`src/rtl/fpu_issue_if.sv`:
```
// Request/result handshake bundle between a producer/consumer and fpu_issue.
`timescale 1ns/1ps

interface fpu_issue_if;
    logic        in_valid;
    logic        in_ready;
    logic [31:0] in_a;
    logic [31:0] in_b;
    logic [1:0]  in_op;
    logic        out_valid;
    logic        out_ready;
    logic [31:0] out_result;
    logic [1:0]  out_op;
    logic [2:0]  out_flags;

    // Requester / result consumer side
    modport master (
        output in_valid, in_a, in_b, in_op, out_ready,
        input  in_ready, out_valid, out_result, out_op, out_flags
    );

    // fpu_issue side
    modport slave (
        input  in_valid, in_a, in_b, in_op, out_ready,
        output in_ready, out_valid, out_result, out_op, out_flags
    );
endinterface

```
`src/rtl/fpu_issue.sv`:
```
// Request FIFO plus issue/collect controller in front of a fixed-latency fpu core.
// One operation in flight; operands held stable on fpu_* from issue until the
// result is accepted downstream.
`timescale 1ns/1ps

module fpu_issue #(
    parameter int unsigned DEPTH   = 4,
    parameter int unsigned FPU_LAT = 1
) (
    input  logic                     clk,
    input  logic                     rst_n,
    fpu_issue_if.slave               bus,
    output logic [31:0]              fpu_a,
    output logic [31:0]              fpu_b,
    output logic [1:0]               fpu_op,
    input  logic [31:0]              fpu_outp,
    output logic [$clog2(DEPTH):0]   level,
    output logic                     busy
);

    localparam int unsigned PTR_W = $clog2(DEPTH);
    localparam int unsigned LVL_W = PTR_W + 1;
    localparam int unsigned CNT_W = (FPU_LAT > 0) ? $clog2(FPU_LAT + 1) : 1;

    typedef struct packed {
        logic [1:0]  op;
        logic [31:0] b;
        logic [31:0] a;
    } req_t;

    typedef enum logic [1:0] {
        S_IDLE = 2'd0,
        S_WAIT = 2'd1,
        S_DONE = 2'd2
    } state_t;

    state_t             state_q,      state_d;
    logic [CNT_W-1:0]   cnt_q,        cnt_d;
    req_t               mem_q [DEPTH];
    req_t               mem_d [DEPTH];
    logic [PTR_W-1:0]   wr_ptr_q,     wr_ptr_d;
    logic [PTR_W-1:0]   rd_ptr_q,     rd_ptr_d;
    logic [LVL_W-1:0]   level_q,      level_d;
    logic [31:0]        fpu_a_q,      fpu_a_d;
    logic [31:0]        fpu_b_q,      fpu_b_d;
    logic [1:0]         fpu_op_q,     fpu_op_d;
    logic               out_valid_q,  out_valid_d;
    logic [31:0]        out_result_q, out_result_d;
    logic [1:0]         out_op_q,     out_op_d;
    logic [2:0]         out_flags_q,  out_flags_d;
    logic               in_ready_q,   in_ready_d;
    logic               busy_q,       busy_d;

    logic               push;
    logic               issue;

    // {nan, inf, zero}; denormals fall in none of the classes
    function automatic logic [2:0] classify(input logic [31:0] v);
        logic exp_ones;
        logic exp_zero;
        logic mant_zero;
        exp_ones  = &v[30:23];
        exp_zero  = ~|v[30:23];
        mant_zero = ~|v[22:0];
        return {exp_ones & ~mant_zero, exp_ones & mant_zero, exp_zero & mant_zero};
    endfunction

    // Next-state: FIFO bookkeeping, issue/collect sequencing and registered outputs
    always_comb begin
        state_d      = state_q;
        cnt_d        = cnt_q;
        mem_d        = mem_q;
        wr_ptr_d     = wr_ptr_q;
        rd_ptr_d     = rd_ptr_q;
        level_d      = level_q;
        fpu_a_d      = fpu_a_q;
        fpu_b_d      = fpu_b_q;
        fpu_op_d     = fpu_op_q;
        out_valid_d  = out_valid_q;
        out_result_d = out_result_q;
        out_op_d     = out_op_q;
        out_flags_d  = out_flags_q;

        // A full FIFO refuses pushes even when the head leaves on the same edge
        push  = bus.in_valid & in_ready_q;
        issue = (level_q != LVL_W'(0)) &&
                ((state_q == S_IDLE) || ((state_q == S_DONE) && bus.out_ready));

        if (push) begin
            mem_d[wr_ptr_q] = req_t'{op: bus.in_op, b: bus.in_b, a: bus.in_a};
            wr_ptr_d        = wr_ptr_q + PTR_W'(1);
        end

        if (issue) begin
            fpu_a_d  = mem_q[rd_ptr_q].a;
            fpu_b_d  = mem_q[rd_ptr_q].b;
            fpu_op_d = mem_q[rd_ptr_q].op;
            rd_ptr_d = rd_ptr_q + PTR_W'(1);
        end

        unique case ({push, issue})
            2'b10:   level_d = level_q + LVL_W'(1);
            2'b01:   level_d = level_q - LVL_W'(1);
            default: level_d = level_q;
        endcase

        unique case (state_q)
            S_IDLE: begin
                if (issue) begin
                    cnt_d   = CNT_W'(FPU_LAT);
                    state_d = S_WAIT;
                end
            end
            S_WAIT: begin
                if (cnt_q != CNT_W'(0)) begin
                    cnt_d = cnt_q - CNT_W'(1);
                end else begin
                    out_result_d = fpu_outp;
                    out_op_d     = fpu_op_q;
                    out_flags_d  = classify(fpu_outp);
                    out_valid_d  = 1'b1;
                    state_d      = S_DONE;
                end
            end
            S_DONE: begin
                if (bus.out_ready) begin
                    out_valid_d = 1'b0;
                    if (issue) begin
                        cnt_d   = CNT_W'(FPU_LAT);
                        state_d = S_WAIT;
                    end else begin
                        state_d = S_IDLE;
                    end
                end
            end
            default: state_d = S_IDLE;
        endcase

        in_ready_d = (level_d != LVL_W'(DEPTH));
        busy_d     = (state_d != S_IDLE);
    end

    // State and output registers
    always_ff @(posedge clk or negedge rst_n) begin
        if (!rst_n) begin
            state_q      <= S_IDLE;
            cnt_q        <= '0;
            mem_q        <= '{default: '0};
            wr_ptr_q     <= '0;
            rd_ptr_q     <= '0;
            level_q      <= '0;
            fpu_a_q      <= '0;
            fpu_b_q      <= '0;
            fpu_op_q     <= '0;
            out_valid_q  <= 1'b0;
            out_result_q <= '0;
            out_op_q     <= '0;
            out_flags_q  <= 3'b001;
            in_ready_q   <= 1'b1;
            busy_q       <= 1'b0;
        end else begin
            state_q      <= state_d;
            cnt_q        <= cnt_d;
            mem_q        <= mem_d;
            wr_ptr_q     <= wr_ptr_d;
            rd_ptr_q     <= rd_ptr_d;
            level_q      <= level_d;
            fpu_a_q      <= fpu_a_d;
            fpu_b_q      <= fpu_b_d;
            fpu_op_q     <= fpu_op_d;
            out_valid_q  <= out_valid_d;
            out_result_q <= out_result_d;
            out_op_q     <= out_op_d;
            out_flags_q  <= out_flags_d;
            in_ready_q   <= in_ready_d;
            busy_q       <= busy_d;
        end
    end

    assign bus.in_ready   = in_ready_q;
    assign bus.out_valid  = out_valid_q;
    assign bus.out_result = out_result_q;
    assign bus.out_op     = out_op_q;
    assign bus.out_flags  = out_flags_q;
    assign fpu_a          = fpu_a_q;
    assign fpu_b          = fpu_b_q;
    assign fpu_op         = fpu_op_q;
    assign level          = level_q;
    assign busy           = busy_q;

endmodule

```
`src/flat_wrapper.sv`:
```
// flat-port wrapper written by rule: the top's interface ports become plain ports
module fpu_issue_flat 
#(
    parameter int unsigned DEPTH   = 4,
    parameter int unsigned FPU_LAT = 1
)
  (clk, rst_n, fpu_a, fpu_b, fpu_op, fpu_outp, level, busy, bus_in_valid, bus_in_a, bus_in_b, bus_in_op, bus_out_ready, bus_in_ready, bus_out_valid, bus_out_result, bus_out_op, bus_out_flags);
  fpu_issue_if bus_i ();
  input  logic clk;
  input  logic rst_n;
  output logic [31:0] fpu_a;
  output logic [31:0] fpu_b;
  output logic [1:0] fpu_op;
  input  logic [31:0] fpu_outp;
  output logic [$clog2(DEPTH):0] level;
  output logic busy;
  input wire logic [$bits(bus_i.in_valid)-1:0] bus_in_valid;
  input wire logic [$bits(bus_i.in_a)-1:0] bus_in_a;
  input wire logic [$bits(bus_i.in_b)-1:0] bus_in_b;
  input wire logic [$bits(bus_i.in_op)-1:0] bus_in_op;
  input wire logic [$bits(bus_i.out_ready)-1:0] bus_out_ready;
  output wire logic [$bits(bus_i.in_ready)-1:0] bus_in_ready;
  output wire logic [$bits(bus_i.out_valid)-1:0] bus_out_valid;
  output wire logic [$bits(bus_i.out_result)-1:0] bus_out_result;
  output wire logic [$bits(bus_i.out_op)-1:0] bus_out_op;
  output wire logic [$bits(bus_i.out_flags)-1:0] bus_out_flags;
  assign bus_i.in_valid = bus_in_valid;
  assign bus_i.in_a = bus_in_a;
  assign bus_i.in_b = bus_in_b;
  assign bus_i.in_op = bus_in_op;
  assign bus_i.out_ready = bus_out_ready;
  assign bus_in_ready = bus_i.in_ready;
  assign bus_out_valid = bus_i.out_valid;
  assign bus_out_result = bus_i.out_result;
  assign bus_out_op = bus_i.out_op;
  assign bus_out_flags = bus_i.out_flags;
  fpu_issue #(.DEPTH(DEPTH), .FPU_LAT(FPU_LAT)) u_core (.clk(clk), .rst_n(rst_n), .bus(bus_i), .fpu_a(fpu_a), .fpu_b(fpu_b), .fpu_op(fpu_op), .fpu_outp(fpu_outp), .level(level), .busy(busy));
endmodule
```
`config.mk`:
```
export PLATFORM = sky130hd
export DESIGN_NAME = fpu_issue_flat
export DESIGN_NICKNAME = d
export VERILOG_FILES = /design/src/rtl/fpu_issue_if.sv /design/src/rtl/fpu_issue.sv /design/src/flat_wrapper.sv
export SDC_FILE = /design/constraint.sdc
export NUM_CORES = 1
export LEC_CHECK = 0
export BUFFER_PORTS_ARGS = -buffer_cell sky130_fd_sc_hd__buf_2
export CORE_UTILIZATION = 45
export CTS_CLUSTER_DIAMETER = 100
export DETAILED_ROUTE_END_ITERATION = 10
export SYNTH_ARGS = -nofsm -noshare
export SYNTH_HDL_FRONTEND = slang
export SYNTH_SLANG_ARGS = --single-unit
```
`constraint.sdc`:
```
create_clock -name clk -period 2.37 [get_ports clk]
set_input_delay 0.1185 -clock clk [delete_from_list [all_inputs] [get_ports clk]]
set_output_delay 0.1185 -clock clk [all_outputs]
set_load 0.02 [all_outputs]
```
# Yosys cells after proc, flatten, opt, wreduce, memory -nomap -nowiden
# Index checks and enable logic that the tools add are counted.
# totals
reg_bits	380
input_bits	102
output_inout_bits	109
wordCells	84
# op_classes
add_sub_neg	5
order_cmp	3
eq_ne	7
muxes	19
n_bitwise	7
n_reduce_logical	17
# ops
cell	count
bitwise mux 264 bit	1
2-to-1 mux 66 bit	3
binary-select mux 66 bit (select 2 bit)	1
demux 66 bit (select 2 bit)	1
OR reduction 23 bit	1
AND reduction 8 bit	1
OR reduction 8 bit	1
>= comparator 3 bit, second input constant	2
2-to-1 mux 1 bit	6
2-to-1 mux 2 bit	3
inverter 2 -> 3 bit	2
case mux 2 bit (3 select lines)	1
case mux 3 bit (2 select lines)	1
nonzero test 3 bit	2
adder 2 x 1 -> 2 bit, second input constant	2
AND 1 bit	4
equality test 2 x 1 -> 1 bit, second input constant	2
equality test 2 bit, second input constant	2
!= test 2 bit, second input constant	2
AND reduction 2 bit	2
nonzero test 2 bit	2
adder 3 x 1 -> 3 bit, second input constant	1
logical AND 1 bit	3
< comparator 3 x 1 -> 1 bit, second input constant	1
10 further kinds	11

# Longest topological paths before layout
# Gate-level depths: netlist of the first run.
# logic_depth
word_depth	8
mapped_depth	10
mapped_depth_nobuf	9

# Worst setup path after synthesis of the first run
# No wires, ideal clock.
# synth_path
kind	flip-flop to flip-flop
startpoint	register u_core.level_q[0], in the netlist u_core.level[0]
endpoint	register u_core.in_ready_q, in the netlist u_core.bus.in_ready
setup_time_ns	0.082
t_arrival_ns	2.258
required_ns	2.288
setup_slack_ns	0.030
stages_incl_launch_ff	11
path_buffers	1
period_less_slack_ns	2.340
path_cell_list	dfrtp_1 > nor3_1 > a211oi_2 > buf_4 > ha_1 > inv_1 > fa_1 > xor2_1 > nor2_1 > xor2_1 > nand2_1
# synth_between
elab_chain_cells	5
word_cells_on_any_way	8
classes_between	add/sub (2); eq/ne (3); mux (1); reduce/logical (2)
# synth_lines
item	line	source
from (decl)	fpu_issue.sv:43	logic [LVL_W-1:0] level_q, level_d;
from (signal assigned)	fpu_issue.sv:167	level_q <= level_d;
nonzero test 3 bit (*)	fpu_issue.sv:86	issue = (level_q != LVL_W'(0)) &&
logical AND 1 bit (*)	fpu_issue.sv:86	
net u_core.issue	fpu_issue.sv:55	logic issue;
equality test 2 x 1 -> 1 bit or equality test 2 bit (tied branches)	fpu_issue.sv:101	unique case ({push, issue})
case mux 3 bit (2 select lines) (*)	fpu_issue.sv:101	
net u_core.level_d[2]	fpu_issue.sv:43	
!= test 3 bit (*)	fpu_issue.sv:139	in_ready_d = (level_d != LVL_W'(DEPTH));
net u_core.in_ready_d	fpu_issue.sv:51	logic in_ready_q, in_ready_d;
to (signal assigned)	fpu_issue.sv:175	in_ready_q <= in_ready_d;
to (decl)	fpu_issue.sv:51	
# Mark *: on every way through the listed nets, which the timed path passes. The rest lies on a longest branch.
# A chain may end at the register's enable or synchronous reset.

# Final worst setup path of the first run
# layout_path
startpoint	register u_core.level_q[0], in the netlist u_core.level[0]
endpoint	register u_core.in_ready_q, in the netlist u_core.bus.in_ready
# layout_between
elab_chain_cells	5
word_cells_on_any_way	8
classes_between	add/sub (2); eq/ne (3); mux (1); reduce/logical (2)
# layout_lines
item	line
parallel branches: the longest is 3 deep, another holds subtractor 3 x 1 -> 3 bit	--
case mux 3 bit (2 select lines) (*)	fpu_issue.sv:101
net u_core.level_d[2]	fpu_issue.sv:43
!= test 3 bit (*)	fpu_issue.sv:139
net u_core.in_ready_d	fpu_issue.sv:51
# Mark *: on every way through the listed nets, which the timed path passes.

==> results of run 1 <==
## kinds of logic after synthesis
kind of cell | share of synthesized area (%)
fa+ha+maj | 0.520
mux | 35.7
buf+inv | 2.15
compound gates | 0.401
flops | 59.8
xor+xnor | 0.331
simple gates | 1.05
## flip-flops by register name, indices dropped and copies added (netlist names), 3 cells and up
register / flops
u_core.bus.out_result: 32
u_core.fpu_a: 32
u_core.mem_q: 264
u_core.bus.out_flags: 3
u_core.fpu_b: 32
u_core.level: 3
## metal layers
metal,vias to the layer above,track usage [%],routed length (um),part of all wire [%]
met5,-,0,0,0
met4,0,3.82,443,1.3
met3,42,3.41,1540,4.6
met2,170,31.4,16000,48
met1,4776,27.7,15600,46
li1,4075,-,-,-
## timing repair
| action | in CTS | in global routing |
|---|---|---|
| hold buffers | 100 | 0 |
| endpoints found under the setup margin | 0 | 0 |
| endpoints found under the hold margin | 512 | 0 |
## layout make-up
cell class | count | area, um^2
clock inverters | 12 | 164
multi-input cells | 485 | 6100
repair buffers | 337 | 2450
flip-flops and latches | 380 | 9520
diodes | 1 | 2.50
clock buffers | 58 | 1190
fillers | 2735 | 14600
inverters | 9 | 33.8
well taps | 455 | 569
## critical path, stage by stage, from the launching register on
cell      delay (ns)
dfrtp_1         0.39
nor3_1          0.10
a211oi_4        0.27
ha_1            0.23
inv_1           0.06
fa_1            0.37
xor2_1          0.15
nor2_1          0.12
xor2_1          0.21
nand2_1         0.07
## power by group through the flow
stage          sequential, mW  combinational, mW  clock, mW
4_1_cts                  11.6               12.2       6.57
3_3_place_gp             11.6               11.8          0
6_report                 11.6               11.9       6.37
2_1_floorplan            12.3               8.10          0
3_5_place_dp             11.7               12.0          0
5_1_grt                  12.0               12.9       6.86
## path summary, 6_finish.rpt
| check | start | endpoint | slack [ns] | depth (start not counted) |
|---|---|---|---|---|
| worst max-delay path | u_core.level[0] | u_core.bus.in_ready | 0.31 | 9 |
| worst min-delay path | bus_in_valid | u_core.wr_ptr_q[0] | 0.08 | 3 |
| worst max register to register | u_core.level[0] | u_core.bus.in_ready | 0.31 | 9 |
| max in group asynchronous | rst_n | u_core.fpu_a[11] | 1.40 | 3 |
| min in group asynchronous | rst_n | u_core.bus.out_result[15] | 0.15 | 2 |
| worst min register to register | u_core.mem_q[118] | u_core.mem_q[118] | 0.50 | 1 |
## placed cells by master, fill, tap and decap left out, types with 9 or more instances in the layout
cell	instances
dfrtp_1	376
mux2_2	347
buf_2	209
dlygate4sd3_1	100
mux4_2	66
clkbuf_16	41
mux2_4	18
buf_12	15
buf_4	12
clkbuf_8	10
inv_1	9
## per-stage QoR
stage | worst slack (ns) | cell area [um^2]
3_3_place_gp | 0.357 | 17700
3_5_place_dp | 0.321 | 17700
2_1_floorplan | 0.0297 | 15900
4_1_cts | 0.297 | 20000
6_report | 0.309 | 20000
5_1_grt | 0.0979 | 20000
==> results.txt, run 1 <==
Startpoint types -> flip-flop
Outcome -> complete, no violations
Crit share post-route -> 86.9%
Post-synth EDFFs -> 0
Internal power -> 20.7 mW
Die width -> 190 um
NetSw -> 9.22 mW
Comb pwr share -> 39.9%
Drt pass-1 iters -> 4
Setup-failing EPs final -> 0
Crit path time final -> 2.06 ns
Syn nets -> 1037
Initial drt markers -> 324
CP Capture Type -> flip-flop
Hpwl dp -> 20400 um
Clk pwr share -> 21.3%
RSZ-0062 raised after global routing -> false
YS warnings -> 0
Die Area -> 0.0361 mm^2
Detailed-route via count -> 9063
Sequential share of the synthesized area -> 59.8%
FMAX -> 485 MHz
Hold Violations, Final -> 0
Setup TNS -> 0 ns
Final slew viol count -> 0
Post-Synthesis Cells -> 929
Clock Sinks -> 380
Total of max-cap violations -> 0
Post-cts sizing count -> 0
Final ANT Viol Nets -> 0
Crit Path Max Fanout -> 4
PortBufs -> 210
Die H -> 190 um
Hold Path Class -> in2reg
Top cells by instance count after synthesis -> 378 x dfrtp_1, 347 x mux2_2, 66 x mux4_2
Number of global-route vias before repair -> 9703
Worst-Skew Late Latency -> 0.52 ns
Switching part of the total -> 30.9%
Yosys top cell by area -> dfrtp_1
Clock root buffer -> clkbuf_16
Netlist cell types -> 34
Worst clock skew -> 0.0118 ns
Initial antenna violation count -> 1
Max-slew headroom -> 63.0%
Worst-Margin Slew -> 0.556 ns
CTS tree -> built
WHS -> 0.0799 ns
Via density -> 5.22
Layout cells sized above 1 -> 57.8%
Util after Layout -> 57.8%
DRC viols -> 0
Count leader, synth -> dfrtp_1
Starting Density -> 45.9%
I/O pin total -> 211
Row Count -> 68
Worst path arrival time -> 2.49 ns
Leak -> 8.87 nW
Num CTS Buffers -> 41
Most area-consuming cells after synthesis -> dfrtp_1 60%, mux2_2 25%, mux4_2 9.4%
Global route total overflow -> 0
FFs w/ async S/R, synth -> 100%
Area Overhead vs Synth -> 26.0%
GPL Wtd Cong -> 0.746
Area of the core region -> 0.0346 mm^2
CTS H-Tree Depth -> 2
Total power -> 29.9 mW
Largest net degree at the start of global routing -> 76
Syn avg cell area -> 17.1 um^2
Worst path required time -> 2.80 ns
Clk buf depth -> 3
Routed WL -> 33600 um
Final Instance Count excl. Fillers -> 1737
Sequential Power Share -> 38.8%
Yosys top cell area share -> 59.5%
Max IR drop VDD -> 0.737 mV
Yosys reg bits -> 380
Post-CTS setup repair buffer count -> 0
First-pass GRT wire length -> 55100 um
DR WL/cell -> 19.4 um
Reg clk slew, reported paths -> 0.06 ns
Fin nets -> 1362
Placed cells -> 1566
Worst Setup Path Type -> reg2reg
Ys flop type -> dfrtp_1
Post-Syn Area -> 0.0159 mm^2
GRT Total Usage -> 19.4%
Power per cell area -> 1490 mW/mm^2
Note: power is estimated with default switching activity, not from simulation.
==> run 2, diff against run 1 <==
Settings changed: CELL_PAD_IN_SITES_DETAIL_PLACEMENT from default to 1, CELL_PAD_IN_SITES_GLOBAL_PLACEMENT from default to 1, PLACE_DENSITY_LB_ADDON from default to 0.1.
==> run 2 against run 1 <==
Compared with the run above: wire length increased by 7.1%; combinational power about the same; design area increased by 0.34%; fmax decreased by 4.0%; clock-buffer cell count increased by 10; die area unchanged; power increased by 1.4%; sequential cell count unchanged; register-to-register slack got worse by 0.09 ns; first-iteration DRC count decreased by 19%; critical path type unchanged; utilization increased by 0.20 points; sequential share of layout area decreased by 0.16 points.
==> results.txt, run 2 (synthesis gave the netlist of run 1 again) <==
Outcome -> complete, no violations
Worst stage delay on the critical path -> 0.41 ns (+0.02 ns)
Final setup margin -> 0.224 ns (-0.0854 ns)
Cell breakdown of the critical path -> nor3_1 -> a211oi_4 -> ha_1 -> inv_1 -> fa_1 -> xor2_1 -> nor2_1 -> xor2_1 -> nand2_1
Worst path required time -> 2.82 ns (+0.02 ns)
Worst-Skew Late Latency -> 0.54 ns (+0.02 ns)
GPL Wtd Cong -> 0.756 (+1.3%)
Layout cells sized above 1 -> 57.3% (-0.59 points)
Sequential Power Share -> 38.7% (about the same)
Num CTS Buffers -> 43 (+4.9%)
Total of max-cap violations -> 0 (unchanged)
Final slew viol count -> 0 (unchanged)
Die width -> 190 um (unchanged)
Comb pwr share -> 39.9% (about the same)
Clk pwr share -> 21.4% (about the same)
Max IR drop VDD -> 0.752 mV (+2.1%)
Startpoint types -> flip-flop
Power per cell area -> 1510 mW/mm^2 (+1.1%)
Initial antenna violation count -> 0 (-1)
Hpwl dp -> 21500 um (+5.5%)
Leak -> 8.89 nW (+0.20%)
CTS H-Tree Depth -> 2 (unchanged)
Crit path time final -> 2.15 ns (+0.0854 ns)
Internal power -> 20.8 mW (+0.68%)
Largest net degree at the start of global routing -> 81 (+6.6%)
Largest Register -> u_core.mem_q
Row Count -> 68 (unchanged)
CP most frequent cell -> xor2_1
Clock Sinks -> 380 (unchanged)
Final ANT Viol Nets -> 0 (unchanged)
Max FFs per register -> 264 (unchanged)
Routed WL -> 36000 um (+7.1%)
Most Crowded Layer GR -> met2
DR WL/cell -> 20.6 um (+6.7%)
Worst-Margin Slew -> 0.537 ns (-0.0182 ns)
Commonest non-fill, non-tap cell in the layout -> dfrtp_1
Slowest-stage cell, CP -> dfrtp_1
I/O pin total -> 211 (unchanged)
FMAX -> 466 MHz (-4.0%)
Clock root buffer -> clkbuf_16
DRC viols -> 0 (unchanged)
Initial drt markers -> 263 (-19%)
Die H -> 190 um (unchanged)
Hold Violations, Final -> 0 (unchanged)
Crit share post-route -> 90.5% (+3.6 points)
First-pass GRT wire length -> 58800 um (+6.7%)
Post-cts sizing count -> 0 (unchanged)
Global route total overflow -> 0 (unchanged)
Total power -> 30.3 mW (+1.4%)
Reg clk slew, reported paths -> 0.06 ns (about the same)
Drt pass-1 iters -> 4 (unchanged)
RSZ-0062 raised after global routing -> false
Area of the core region -> 0.0346 mm^2 (unchanged)
Number of global-route vias before repair -> 10300 (+6.2%)
NetSw -> 9.50 mW (+3.1%)
Met2 Usage GRT -> 35.1% (+3.8 points)
Worst path arrival time -> 2.60 ns (+0.11 ns)
CTS tree -> built
Fin nets -> 1365 (+0.22%)
Setup-failing EPs final -> 0 (unchanged)
Worst clock skew -> 0.0141 ns (+0.00238 ns)
DP Worst Slack -> 0.276 ns (-0.0457 ns)
Clk buf depth -> 3 (unchanged)
Hold Path Class -> in2reg
Area Overhead vs Synth -> 26.5%
Die Area -> 0.0361 mm^2 (unchanged)
Commonest cells after routing, fill and taps aside -> 376 x dfrtp_1, 347 x mux2_2, 209 x buf_2
Detailed-route via count -> 9209 (+1.6%)
GR Util met1 -> 28.3% (+0.61 points)
Max-slew headroom -> 64.2% (+1.2 points)
Starting Density -> 45.9% (unchanged)
Worst Setup Path Type -> reg2reg
GRT Total Usage -> 21.0% (+1.6 points)
PortBufs -> 210 (unchanged)
CP Capture Type -> flip-flop
Switching part of the total -> 31.4% (+0.50 points)
M3 GR Usage -> 3.76% (+0.35 points)
Via density -> 5.28 (+1.1%)
Crit Path Max Fanout -> 4 (unchanged)
Setup TNS -> 0 ns (unchanged)
-- run 2: cell types whose count changed in the layout (fill, tap and decap cells not counted), moves of 2 or more --
cell	before	now
clkbuf_8	10	4
clkbuf_1	7	19
buf_12	15	18
clkinv_2	7	5
buf_4	12	10
clkbuf_16	41	45
-- run 2: final timing paths --
path                                                   to  slack, ns  depth (start not counted)               startpoint
worst min register to register    u_core.bus.out_flags[0]       0.49                          2  u_core.bus.out_flags[0]
worst max-delay path                  u_core.bus.in_ready       0.22                          9          u_core.level[0]
worst max register to register        u_core.bus.in_ready       0.22                          9          u_core.level[0]
min in group asynchronous       u_core.bus.out_result[15]       0.09                          2                    rst_n
max in group asynchronous                u_core.fpu_a[25]       1.38                          4                    rst_n
worst min-delay path                   u_core.wr_ptr_q[0]       0.04                          3             bus_in_valid
-- run 2: per-stage QoR --
stage	hold WS (ns)	utilization, %	std cells	instance area [um^2]
2_1_floorplan	-0.177	-	929	15900
3_3_place_gp	0.0838	51.2	1567	17700
3_5_place_dp	0.0945	51.2	1567	17700
4_1_cts	0.0160	58.0	1744	20100
5_1_grt	0.0490	58.0	1744	20100
6_report	0.0362	58.0	1745	20100
-- run 2: area by class of cell --
class,instances,area [um^2]
flip-flops and latches,380,9520
fillers,3237,14500
inverters,9,33.8
multi-input cells,485,6100
well taps,455,569
clock inverters,9,124
repair buffers,338,2500
clock buffers,68,1250
diodes,1,2.50
-- run 2: per-layer routing --
layer  part of all wire [%]  vias to the layer above
li1                       -                     4077
met4                    1.6                        0
met3                    4.1                       48
met1                     44                     4908
met5                      0                        -
met2                     50                      176
-- run 2: what timing repair did --
item / in CTS / in global routing
hold buffers: 100 / 0
setup buffers: 0 / 0
setup endpoints to repair: 0 / 0
endpoints found under the hold margin: 531 / 0
-- run 2: critical path, delay by kind of cell, from the launching register on --
family | cells | cell delay [ns]
fa+ha+maj | 2 | 0.62
flops | 1 | 0.41
xor+xnor | 2 | 0.36
simple gates | 3 | 0.34
compound gates | 1 | 0.28
buf+inv | 1 | 0.06
-- run 2: power by group through the flow --
stage / Sequential, mW / Combinational [mW] / Clock [mW]
after floorplan: 12.3 / 8.10 / 0
after global placement: 11.7 / 11.8 / 0
after detailed placement: 11.8 / 12.1 / 0
after CTS: 11.7 / 12.3 / 6.70
after global routing: 12.2 / 13.0 / 6.94
final: 11.7 / 12.1 / 6.49
==> run 3, diff against run 2 <==
Settings changed: CORE_UTILIZATION 45 to 35.
==> run 3 against run 2 <==
Compared with the run above: sequential share of layout area is 0.30 points lower; combinational power about the same; wire length up 6.4%; via count down 0.26%; largest cell class unchanged; largest power group unchanged.
==> results.txt, run 3 (synthesis gave the netlist of run 1 again) <==
Multi-input logic area -> 0.00610 mm^2 (unchanged)
GRT Total Usage -> 17.4% (-3.6 points)
CP Capture Type -> flip-flop
Area Overhead vs Synth -> 27.3%
Final ANT Viol Nets -> 0 (unchanged)
Hold Path Class -> in2reg
FILL cells -> 4430 (+37%)
Final setup margin -> 0.318 ns (+0.0942 ns)
Worst-Margin Slew -> 0.671 ns (+0.134 ns)
Clock Sinks -> 380 (unchanged)
Total of max-cap violations -> 0 (unchanged)
Worst Setup Path Type -> reg2reg
First-pass GRT wire length -> 62600 um (+6.5%)
Die H -> 215 um (+13%)
Clock root buffer -> clkbuf_16
Crit path time final -> 2.05 ns (-0.0942 ns)
Worst clock skew -> 0.0232 ns (+0.00902 ns)
Max-slew headroom -> 55.3% (-8.9 points)
Number of global-route vias before repair -> 10500 (+1.7%)
PortBufs -> 210 (unchanged)
I/O pin total -> 211 (unchanged)
Detailed-route via count -> 9185 (-0.26%)
Hpwl dp -> 23000 um (+7.0%)
Area of the core region -> 0.0445 mm^2 (+29%)
Fin nets -> 1362 (-0.22%)
CTS H-Tree Depth -> 2 (unchanged)
Worst-Skew Late Latency -> 0.57 ns (+0.03 ns)
Crit share post-route -> 86.6% (-4.0 points)
Die Area -> 0.0463 mm^2 (+28%)
Final slew viol count -> 0 (unchanged)
Worst path arrival time -> 2.54 ns (-0.06 ns)
Largest net degree at the start of global routing -> 74 (-8.6%)
Startpoint types -> flip-flop
Initial antenna violation count -> 3 (+3)
Commonest non-fill, non-tap cell in the layout -> dfrtp_1
DP Worst Slack -> 0.308 ns (+0.0322 ns)
Outcome -> complete, no violations
Starting Density -> 35.7% (-10 points)
Max FFs per register -> 264 (unchanged)
Reg clk slew, reported paths -> 0.06 ns (about the same)
Routed WL -> 38300 um (+6.4%)
Largest Register -> u_core.mem_q
Global route total overflow -> 0 (unchanged)
Cell Area, Placed -> 0.0178 mm^2 (+0.59%)
Initial drt markers -> 282 (+7.2%)
Via density -> 4.90 (-7.2%)
Clk buf depth -> 3 (unchanged)
FMAX -> 487 MHz (+4.6%)
Hold Violations, Final -> 0 (unchanged)
Setup TNS -> 0 ns (unchanged)
Final Instance Count excl. Fillers -> 1876 (+7.5%)
Layout cells sized above 1 -> 57.7% (+0.42 points)
Drt pass-1 iters -> 4 (unchanged)
Placed cells -> 1700 (+8.5%)
DR WL/cell -> 20.4 um (-1.0%)
Fin area -> 0.0202 mm^2 (+0.65%)
GPL Wtd Cong -> 0.734 (-3.0%)
Num CTS Buffers -> 44 (+2.3%)
RSZ-0062 raised after global routing -> false
CTS tree -> built
Leak -> 8.87 nW (-0.25%)
Total power -> 30.3 mW (+0.14%)
Row Count -> 77 (+13%)
Power per cell area -> 1500 mW/mm^2 (-0.50%)
Setup-failing EPs final -> 0 (unchanged)
Die width -> 215 um (+13%)
Max IR drop VDD -> 0.873 mV (+16%)
DRC viols -> 0 (unchanged)
Crit Path Max Fanout -> 4 (unchanged)
Commonest cells after routing, fill and taps aside -> 376 x dfrtp_1, 347 x mux2_2, 209 x buf_2
Worst path required time -> 2.86 ns (+0.04 ns)
FF/Latch Area -> 0.00952 mm^2 (unchanged)
run 3: metal layers:
layer / GRT usage, % / vias up / part of all wire (%)
li1: - / 4077 / -
met1: 24.0 / 4884 / 46
met2: 27.6 / 160 / 48
met3: 3.21 / 60 / 3.6
met4: 6.12 / 4 / 2.6
met5: 0 / - / 0.081
run 3: layout make-up:
cell class	count	area share (%)
Timing Repair Buffer	334	12.0
Tap cell	592	3.66
Multi-Input combinational cell	485	30.2
Antenna cell	1	0.0124
Inverter	9	0.167
Clock buffer	68	6.59
Clock inverter	7	0.346
Sequential cell	380	47.1
run 3: repair_timing:
action | 4_1_cts | 5_1_grt
resized for setup | 0 | 0
setup buffers | 0 | 0
endpoints found under the hold margin | 375 | 0
hold buffers | 100 | 0
run 3: path summary, 6_finish.rpt:
kind	start	end	slack, ns	depth (start not counted)
min reg2reg	u_core.mem_q[75]	u_core.mem_q[75]	0.50	1
max in group asynchronous	rst_n	u_core.mem_q[128]	1.38	3
min in group asynchronous	rst_n	u_core.bus.out_result[13]	0.16	2
max	u_core.level[0]	u_core.bus.in_ready	0.32	9
min	bus_in_valid	u_core.wr_ptr_q[0]	0.07	3
max reg2reg	u_core.level[0]	u_core.bus.in_ready	0.32	9
run 3: critical path, stage by stage, from the launching register on:
cell,delay [ns]
dfrtp_1,0.41
nor3_1,0.10
a211oi_4,0.29
ha_1,0.23
inv_1,0.06
fa_1,0.37
xor2_1,0.15
nor2_1,0.11
xor2_1,0.19
nand2_1,0.07
run 3: through the flow:
stage                     hold WS (ns)  util, %
after floorplan                 -0.177        -
after global placement           0.164     40.0
after detailed placement         0.163     40.0
after CTS                       0.0222     45.4
after global routing            0.0682     45.4
final                           0.0730     45.4
run 3: where the power goes:
part	leakage (nW)	internal (mW)	switching, mW
clock	0.689	3.95	2.66
combinational	3.67	6.86	5.30
sequential	4.51	9.90	1.68
